==> config.mk <==
export PLATFORM = sky130hd
export DESIGN_NAME = led_anim_seq
export DESIGN_NICKNAME = d
export VERILOG_FILES = /design/src/rtl/anim_pkg.sv /design/src/rtl/anim_prescaler.sv /design/src/rtl/led_anim_seq.sv
export SDC_FILE = /design/constraint.sdc
export NUM_CORES = 1
export LEC_CHECK = 0
export ABC_AREA = 1
export BUFFER_PORTS_ARGS = -buffer_cell sky130_fd_sc_hd__buf_2
export CORE_MARGIN = 2
export CORE_UTILIZATION = 61
export CTS_BUF_LIST = sky130_fd_sc_hd__clkbuf_8
export DETAILED_ROUTE_END_ITERATION = 8
export GPL_TIMING_DRIVEN = 0
export PLACE_DENSITY = 0.82
export SYNTH_ARGS = -nofsm -noshare
export SYNTH_HDL_FRONTEND = slang
export SYNTH_HIERARCHICAL = 1
export SYNTH_SLANG_ARGS = --single-unit
==> constraint.sdc <==
create_clock -name clk -period 2.7 [get_ports clk]
set_input_delay 0.54 -clock clk [delete_from_list [all_inputs] [get_ports clk]]
set_output_delay 0.54 -clock clk [all_outputs]
set_load 0.1 [all_outputs]
==> src/rtl/anim_pkg.sv <==
// Shared types and constants for the LED animation sequencer.
package anim_pkg;

   localparam int unsigned FRAME_W   = 7;
   localparam logic [6:0]  SEG_BLANK = 7'b1111111;

   typedef enum logic [1:0] {
      StIdle,
      StRun,
      StPause,
      StDone
   } anim_state_e;

endpackage

==> src/rtl/anim_prescaler.sv <==
// Frame-rate prescaler: a tick every (TICK_DIV >> speed) enabled cycles.
module anim_prescaler #(
   parameter int unsigned TICK_DIV = 5000000
) (
   input  logic       clk,
   input  logic       rst_n,
   input  logic       en,
   input  logic       clr,
   input  logic [1:0] speed,
   output logic       tick
);

   localparam int unsigned CNT_W = $clog2(TICK_DIV + 1);

   logic [CNT_W-1:0] count_q, count_d;
   logic [CNT_W-1:0] period;

   assign period = CNT_W'(TICK_DIV >> speed);

   // Compare with >= so that shortening the period mid-count ticks at once.
   assign tick = en && (count_q >= period - 1'b1);

   always_comb begin
      count_d = count_q;
      if (clr || tick) begin
         count_d = '0;
      end else if (en) begin
         count_d = count_q + 1'b1;
      end
   end

   always_ff @(posedge clk or negedge rst_n) begin
      if (!rst_n) begin
         count_q <= '0;
      end else begin
         count_q <= count_d;
      end
   end

endmodule

==> src/rtl/led_anim_seq.sv <==
// Frame sequencer for the 7-segment LED animation.
// Build option: define ANIM_BOUNCE_EN to bounce instead of wrap when loop_en=1.
module led_anim_seq
   import anim_pkg::*;
#(
   parameter int unsigned TICK_DIV   = 5000000,
   parameter int unsigned LAST_FRAME = 127,
   parameter logic [6:0]  BLANK      = SEG_BLANK
) (
   input  logic               clk,
   input  logic               rst_n,
   input  logic               start,
   input  logic               stop,
   input  logic               pause,
   input  logic               dir,
   input  logic               loop_en,
   input  logic [1:0]         speed,
   input  logic [6:0]         seg_in,
   output logic [FRAME_W-1:0] frame_idx,
   output logic [6:0]         seg_out,
   output logic               busy,
   output logic               done
);

   localparam logic [FRAME_W-1:0] LAST = FRAME_W'(LAST_FRAME);

   anim_state_e        state_q, state_d;
   logic [FRAME_W-1:0] frame_q, frame_d;
   logic [6:0]         seg_q, seg_d;
   logic               done_q, done_d;
   logic               pre_en, pre_clr, tick;
   logic               step_dir;

`ifdef ANIM_BOUNCE_EN
   logic dir_q, dir_d;
   assign step_dir = dir_q;
`else
   assign step_dir = dir;
`endif

   assign pre_en = (state_q == StRun) && !pause;

   anim_prescaler #(
      .TICK_DIV (TICK_DIV)
   ) u_prescaler (
      .clk   (clk),
      .rst_n (rst_n),
      .en    (pre_en),
      .clr   (pre_clr),
      .speed (speed),
      .tick  (tick)
   );

   always_comb begin
      state_d = state_q;
      frame_d = frame_q;
      done_d  = 1'b0;
      pre_clr = 1'b0;
`ifdef ANIM_BOUNCE_EN
      dir_d   = dir_q;
`endif
      if (stop) begin
         state_d = StIdle;
         pre_clr = 1'b1;
      end else if (start) begin
         state_d = StRun;
         frame_d = dir ? LAST : '0;
         pre_clr = 1'b1;
`ifdef ANIM_BOUNCE_EN
         dir_d   = dir;
`endif
      end else begin
         case (state_q)
            StRun: begin
               if (pause) begin
                  state_d = StPause;
               end else if (tick) begin
                  if (frame_q == (step_dir ? '0 : LAST)) begin
                     if (loop_en) begin
`ifdef ANIM_BOUNCE_EN
                        dir_d   = !dir_q;
                        frame_d = dir_q ? frame_q + 1'b1 : frame_q - 1'b1;
`else
                        frame_d = step_dir ? LAST : '0;
`endif
                     end else begin
                        state_d = StDone;
                        done_d  = 1'b1;
                     end
                  end else begin
                     frame_d = step_dir ? frame_q - 1'b1 : frame_q + 1'b1;
                  end
               end
            end
            StPause: begin
               if (!pause) state_d = StRun;
            end
            default: ;
         endcase
      end
   end

   // Blank on the edge that enters IDLE and while sitting in it.
   assign seg_d = (state_q == StIdle || state_d == StIdle) ? BLANK : seg_in;

   always_ff @(posedge clk or negedge rst_n) begin
      if (!rst_n) begin
         state_q <= StIdle;
         frame_q <= '0;
         seg_q   <= BLANK;
         done_q  <= 1'b0;
`ifdef ANIM_BOUNCE_EN
         dir_q   <= 1'b0;
`endif
      end else begin
         state_q <= state_d;
         frame_q <= frame_d;
         seg_q   <= seg_d;
         done_q  <= done_d;
`ifdef ANIM_BOUNCE_EN
         dir_q   <= dir_d;
`endif
      end
   end

   assign frame_idx = frame_q;
   assign seg_out   = seg_q;
   assign busy      = (state_q == StRun) || (state_q == StPause);
   assign done      = done_q;

endmodule
* Word level (Yosys, flattened, before mapping)
Index checks and enable logic that the tools add are counted.
** Storage, ports and cells
- Register bits after elaboration :: 40
** Cells by class
- Add/subtract/negate cells :: 4
- Magnitude comparators :: 1
- Eq/ne operators :: 5
- Shifts and indexed selects :: 1
- Multiplexer cells :: 29
- Bitwise gates (word level) :: 1
- Reduce and logical (&&, ||, !) cells :: 12
** Operators with widths (number)
- 7-bit two-way mux :: 10
- 23-bit two-way mux :: 2
- 23-bit by 1-bit adder with 23-bit output, second input constant :: 1
- 23-bit greater-or-equal comparator :: 1
- 23-bit by 2-bit >> shifter with 23-bit output, first input constant :: 1
- 23-bit by 1-bit subtractor with 23-bit output, second input constant :: 1
- 2-bit two-way mux :: 7
- 1-bit two-way mux :: 9
- 7-bit by 1-bit adder with 7-bit output, second input constant :: 1
- 7-bit equality test :: 1
- 7-bit by 1-bit subtractor with 7-bit output, second input constant :: 1
- 2-bit nonzero test :: 3
- 5-bit AND reduction :: 1
- 2-bit logical NOT :: 2
- 2-bit case mux with 2 select lines :: 1
- 1-bit logical OR :: 3
- 3-bit != test, second input constant :: 1
- 2-bit by 1-bit equality test with 1-bit output, second input constant :: 1
- 2-bit equality test, second input constant :: 1
- 1-bit logical AND :: 2
- 2-bit != test, second input constant :: 1
- 1-bit logical NOT :: 1
- 1-bit inverter :: 1

* Longest topological paths before layout
- Depth after elaboration :: 12
- Mapped depth :: 25
- Mapped depth without buffers :: 25

* Hierarchy
The synthesis kept the hierarchy.
** By module, submodules not included
- anim_prescaler :: instances 1, cells an instance 277, area each 1975.6 um^2, seq. area each 575.6 um^2
- led_anim_seq :: instances 1, cells an instance 140, area each 1092.3 um^2, seq. area each 434.2 um^2

* Worst setup path after synthesis
Ideal clock, no wire load.
- Path type :: in2reg
- Start :: in speed[0]
- End :: reg seg_q[0], in the netlist seg_out[0]
- Setup time :: 0.086 ns
- Arrival :: 2.941 ns
- Data required time :: 2.614 ns
- Setup slack :: -0.328 ns
- Stages on the path :: 25
- Cell sequence :: inv_1 -> ha_1 -> inv_1 -> nand4_1 -> nor3_1 -> xnor2_1 -> inv_1 -> ha_1 -> nand2_1 -> inv_1 -> nand2_1 -> nand2_1 -> nand2_1 -> a21oi_1 -> o21ai_1 -> inv_1 -> nand3_1 -> nand2_1 -> nand2_1 -> nand2_1 -> nand2_1 -> nand2_1 -> nand2_2 -> nand2_4 -> nand3_1
** On the way
- Cells in the longest elaborated chain, start to end :: 12
** RTL lines
- from (decl) :: line led_anim_seq.sv:17 : input logic [1:0] speed,
- 23-bit by 2-bit >> shifter with 23-bit output :: line anim_prescaler.sv:18 : assign period = CNT_W'(TICK_DIV >> speed);
- 23-bit by 1-bit subtractor with 23-bit output :: line anim_prescaler.sv:21 : assign tick = en && (count_q >= period - 1'b1);
- 23-bit greater-or-equal comparator :: line anim_prescaler.sv:21
- 1-bit logical AND :: line anim_prescaler.sv:21
- via tick :: line led_anim_seq.sv:31 : logic pre_en, pre_clr, tick;
- 2-bit two-way mux :: line led_anim_seq.sv:77 : end else if (tick) begin
- 2-bit two-way mux :: line led_anim_seq.sv:75 : if (pause) begin
- 2-bit case mux with 2 select lines :: line led_anim_seq.sv:73 : case (state_q)
- 2-bit two-way mux :: line led_anim_seq.sv:65 : end else if (start) begin
- 2-bit two-way mux :: line led_anim_seq.sv:62 : if (stop) begin
- 2-bit logical NOT :: line led_anim_seq.sv:104 : assign seg_d = (state_q == StIdle || state_d == StIdle) ? BLANK : seg_in;
- 1-bit logical OR :: line led_anim_seq.sv:104
- 7-bit two-way mux :: line led_anim_seq.sv:104
- via seg_d[0] :: line led_anim_seq.sv:29 : logic [6:0] seg_q, seg_d;
- to (signal assigned) :: line led_anim_seq.sv:118 : seg_q <= seg_d;
- to (decl) :: line led_anim_seq.sv:29
The timed path passes the listed nets, and every way through them passes these cells.
A chain may end at the register's enable or synchronous reset.

* Worst setup path after layout
- Start :: in speed[0]
- End :: reg seg_q[2], in the netlist seg_out[2]
Same word-level chain as after synthesis.

==> results.toml <==
[sta]
finalWorstSetupSlack_ns = -0.237
fin_crit_sh_pct = 109
fin_worst_skew_ns = 0.00668
transition_time_of_the_tightest_slew_check_pin_ns = 0.883
final-hold-violation-count = 0
rsz0062_at_grt = "yes"
achievable-frequency_mhz = 341
slew_headroom_pct = 41.2
finalHoldWorstSlack_ns = 0.366
final-setup-viol-count = 15
final.min_clock_period_ns = 2.94
drv_slew = 0

[detailed_routing]
route.top_layer_used = "met4"
routed-wl-met2_um = 3580
routedLengthMet1_um = 2910
routed_wl_um = 6830
dr.pass1.iters = 4
routed_via_density = 5.17
met3WireLength_um = 189
wire_per_inst_um = 12.7
num_vias = 2769
postRouteAntennaNets = 0
detailedRoute.firstIterationViolations = 112
drc = 0

[critical_path]
critical_path_peak_fanout = 7
cpMaxStageDelayCell = "sky130_fd_sc_hd__ha_1"
critical_path.n_buffers_inverters = 6
critPathRequiredTime_ns = 2.92
worst_setup_path_end_kind = "register"
cp_common_cell = "sky130_fd_sc_hd__nand2_1"
worst-r2r-cell-count = 18
crit_path_max_incr_delay_ns = 0.29
setup.worst_path.start_class = "primary input"
path_depth = 26
path_type_of_the_worst_setup_path = "primary input to register"
timing.critical_path.arrival_ns = 3.16
cpLargestDelayFamily = "simple AND/OR/NAND/NOR gates"

[logic_synthesis]
async_reset_ff_share_pct = 100
synthTopCellsByCount = "sky130_fd_sc_hd__nand2_1 (97), sky130_fd_sc_hd__inv_1 (68), sky130_fd_sc_hd__nor2_1 (63)"
synth_top_area_share_pct = 26.9
netlist_area_sq_um = 3070
synth_seq_cells = 40
yosysUniqueCellTypes = 34
synth.most_common_cell = "sky130_fd_sc_hd__nand2_1"
postSynthCellCount = 417
number_of_flops_mapped_to_enable_cells_by_yosys = 0
ys_top_cells_by_area = "sky130_fd_sc_hd__dfrtp_1 (27%), sky130_fd_sc_hd__ha_1 (15%), sky130_fd_sc_hd__nand2_1 (12%), sky130_fd_sc_hd__inv_1 (8.3%), sky130_fd_sc_hd__nor2_1 (7.7%)"
postSynth.topFlopCell = "sky130_fd_sc_hd__dfrtp_1"
postSynthNetCount = 470
sequential_element_share_of_the_synthesized_area_pct = 32.9
yosys_warnings = 6
postSynthAreaPerCell_sq_um = 7.36
synth_top_cell_by_area = "sky130_fd_sc_hd__dfrtp_1"

[die]
fp.dieW_um = 74.9
initial_utilization_pct = 64.1
placementRows = 25
io-pin-count = 32
floorplan.die_area_sq_um = 5610
floorplan.core_area_sq_um = 4790
die_h_um = 74.9

[grt]
first_global_vias = 2685
grt_max_degree = 41
grt_pass1_wl_um = 11500
grt_overflow_total = 0
number_of_antenna_violations_at_the_first_check_in_global_routing = 0
total_track_usage_pct = 27.0

[status]
failed_checks = "negative setup slack"
status = "complete, but fails checks"

[placed_design]
dp_hpwl_um = 5040
detailedPlace.worstSlack_ns = -0.864
port_buffers = 31
placer_s_final_routability_congestion_estimate = 0.898

[run]
max_cap_violations = 0

[worst_hold_path]
hold_class = "primary input to async pin"

[clock_tree]
clkLatencyLatePin_ns = 0.30
cts.htree.levels = 2
tritoncts.num_buffers = 5
root_buffer = "sky130_fd_sc_hd__clkbuf_8"
cts.sinks = 40
clk_transition_reported_paths_ns = 0.08
max-clock-path-buffers = 2
tritoncts = "yes"
postCtsHoldBufs = 0

[final_layout]
num-fill-cells = 356
n_antenna_cell = 0
drive_gt1_share_pct = 23.5
final_nets = 521
layout-area-overhead-vs-synth_pct = 20.4

[power_and_ir_drop]
irDropWorstVdd_v = 0.000529
p_per_area_nw_per_um2 = 461
power.leakage_nw = 1.85
-- power by group --
group | total, mW | switching (mW) | internal [mW]
combinational | 0.566 | 0.405 | 0.160
sequential | 0.649 | 0.0221 | 0.627
clock | 0.489 | 0.216 | 0.273
-- cell families after synthesis --
kind of cell	synth area share, %
compound gates	6.40
xor+xnor	4.85
fa+ha+maj	15.3
buf+inv	9.05
flops	32.9
simple gates	31.4
-- routing by layer --
metal | vias to the layer above | global-route usage (%)
li1 | 1412 | -
met1 | 1292 | 32.1
met3 | 15 | 3.35
met4 | 0 | 11.5
met5 | - | 0
met2 | 50 | 48.7
-- worst paths after layout --
kind	startpoint	endpoint	slack, ns
setup / recovery	speed[0]	seg_out[2]	-0.24
hold / removal	rst_n	frame_idx[4]	0.37
setup reg to reg	u_prescaler/count_q[21]	seg_out[2]	0.31
hold reg to reg	u_prescaler/count_q[1]	u_prescaler/count_q[1]	0.55
max in group asynchronous	rst_n	u_prescaler/count_q[21]	1.79
min in group clk	seg_in[6]	seg_out[6]	0.42
-- layout by cell type, fill, tap and decap left out, types with 2 or more instances in the layout --
master                        n
sky130_fd_sc_hd__a21oi_1     10
sky130_fd_sc_hd__nor2_2       4
sky130_fd_sc_hd__nor3_1       2
sky130_fd_sc_hd__ha_1        33
sky130_fd_sc_hd__clkbuf_8     5
sky130_fd_sc_hd__o21ai_1      3
sky130_fd_sc_hd__nor3_2       2
sky130_fd_sc_hd__nor2_4       2
sky130_fd_sc_hd__nand3_1     19
sky130_fd_sc_hd__o22ai_1      2
sky130_fd_sc_hd__or2_2        3
sky130_fd_sc_hd__dfstp_2      7
sky130_fd_sc_hd__nor2_1      62
sky130_fd_sc_hd__nand2_2      4
sky130_fd_sc_hd__inv_1       63
sky130_fd_sc_hd__o21ai_0      7
sky130_fd_sc_hd__nand4_1      6
sky130_fd_sc_hd__clkinvlp_4   2
sky130_fd_sc_hd__nand3_2     12
sky130_fd_sc_hd__inv_2        4
sky130_fd_sc_hd__xnor2_1      7
sky130_fd_sc_hd__buf_2       29
sky130_fd_sc_hd__ha_4         3
sky130_fd_sc_hd__dfrtp_1     33
sky130_fd_sc_hd__nand2_1     96
sky130_fd_sc_hd__buf_6        2
sky130_fd_sc_hd__xor2_1      10
sky130_fd_sc_hd__a21o_1       2
sky130_fd_sc_hd__buf_4       13
sky130_fd_sc_hd__o22ai_2      4
-- flip-flops by register name, indices dropped and copies added (netlist names) --
register             cells
done                     1
frame_idx                7
state_q                  2
seg_out                  7
u_prescaler/count_q     23
-- stage by stage --
stage	cell area, sq um	power, mW	TNS, ns	instances	util (%)
5_1_grt	3690	1.79	-5.40	536	77.2
2_1_floorplan	3090	1.07	-2.79	417	-
3_3_place_gp	3330	1.16	-17.71	515	69.6
3_5_place_dp	3330	1.17	-20.99	515	69.6
4_1_cts	3660	1.70	-2.44	534	76.5
6_report	3690	1.70	-2.72	536	77.2
-- what timing repair did --
item / in CTS / in global routing
endpoints found under the setup margin: 37 / 36
pin swaps: 19 / 5
resized for setup: 34 / 3
setup buffers: 11 / 2
-- cell type report --
cell class                      count  area (sq um)  share of cell area, %
Clock inverter                      3          42.5                   1.15
Tap cell                           67          83.8                   2.27
Sequential cell                    40          1010                   27.3
Buffer                              2          15.0                  0.406
Timing Repair Buffer               44           285                   7.72
Inverter                           70           277                   7.48
Clock buffer                        5          68.8                   1.86
Multi-Input combinational cell    305          1910                   51.8
No activity file was read; power rests on OpenSTA's default activity.
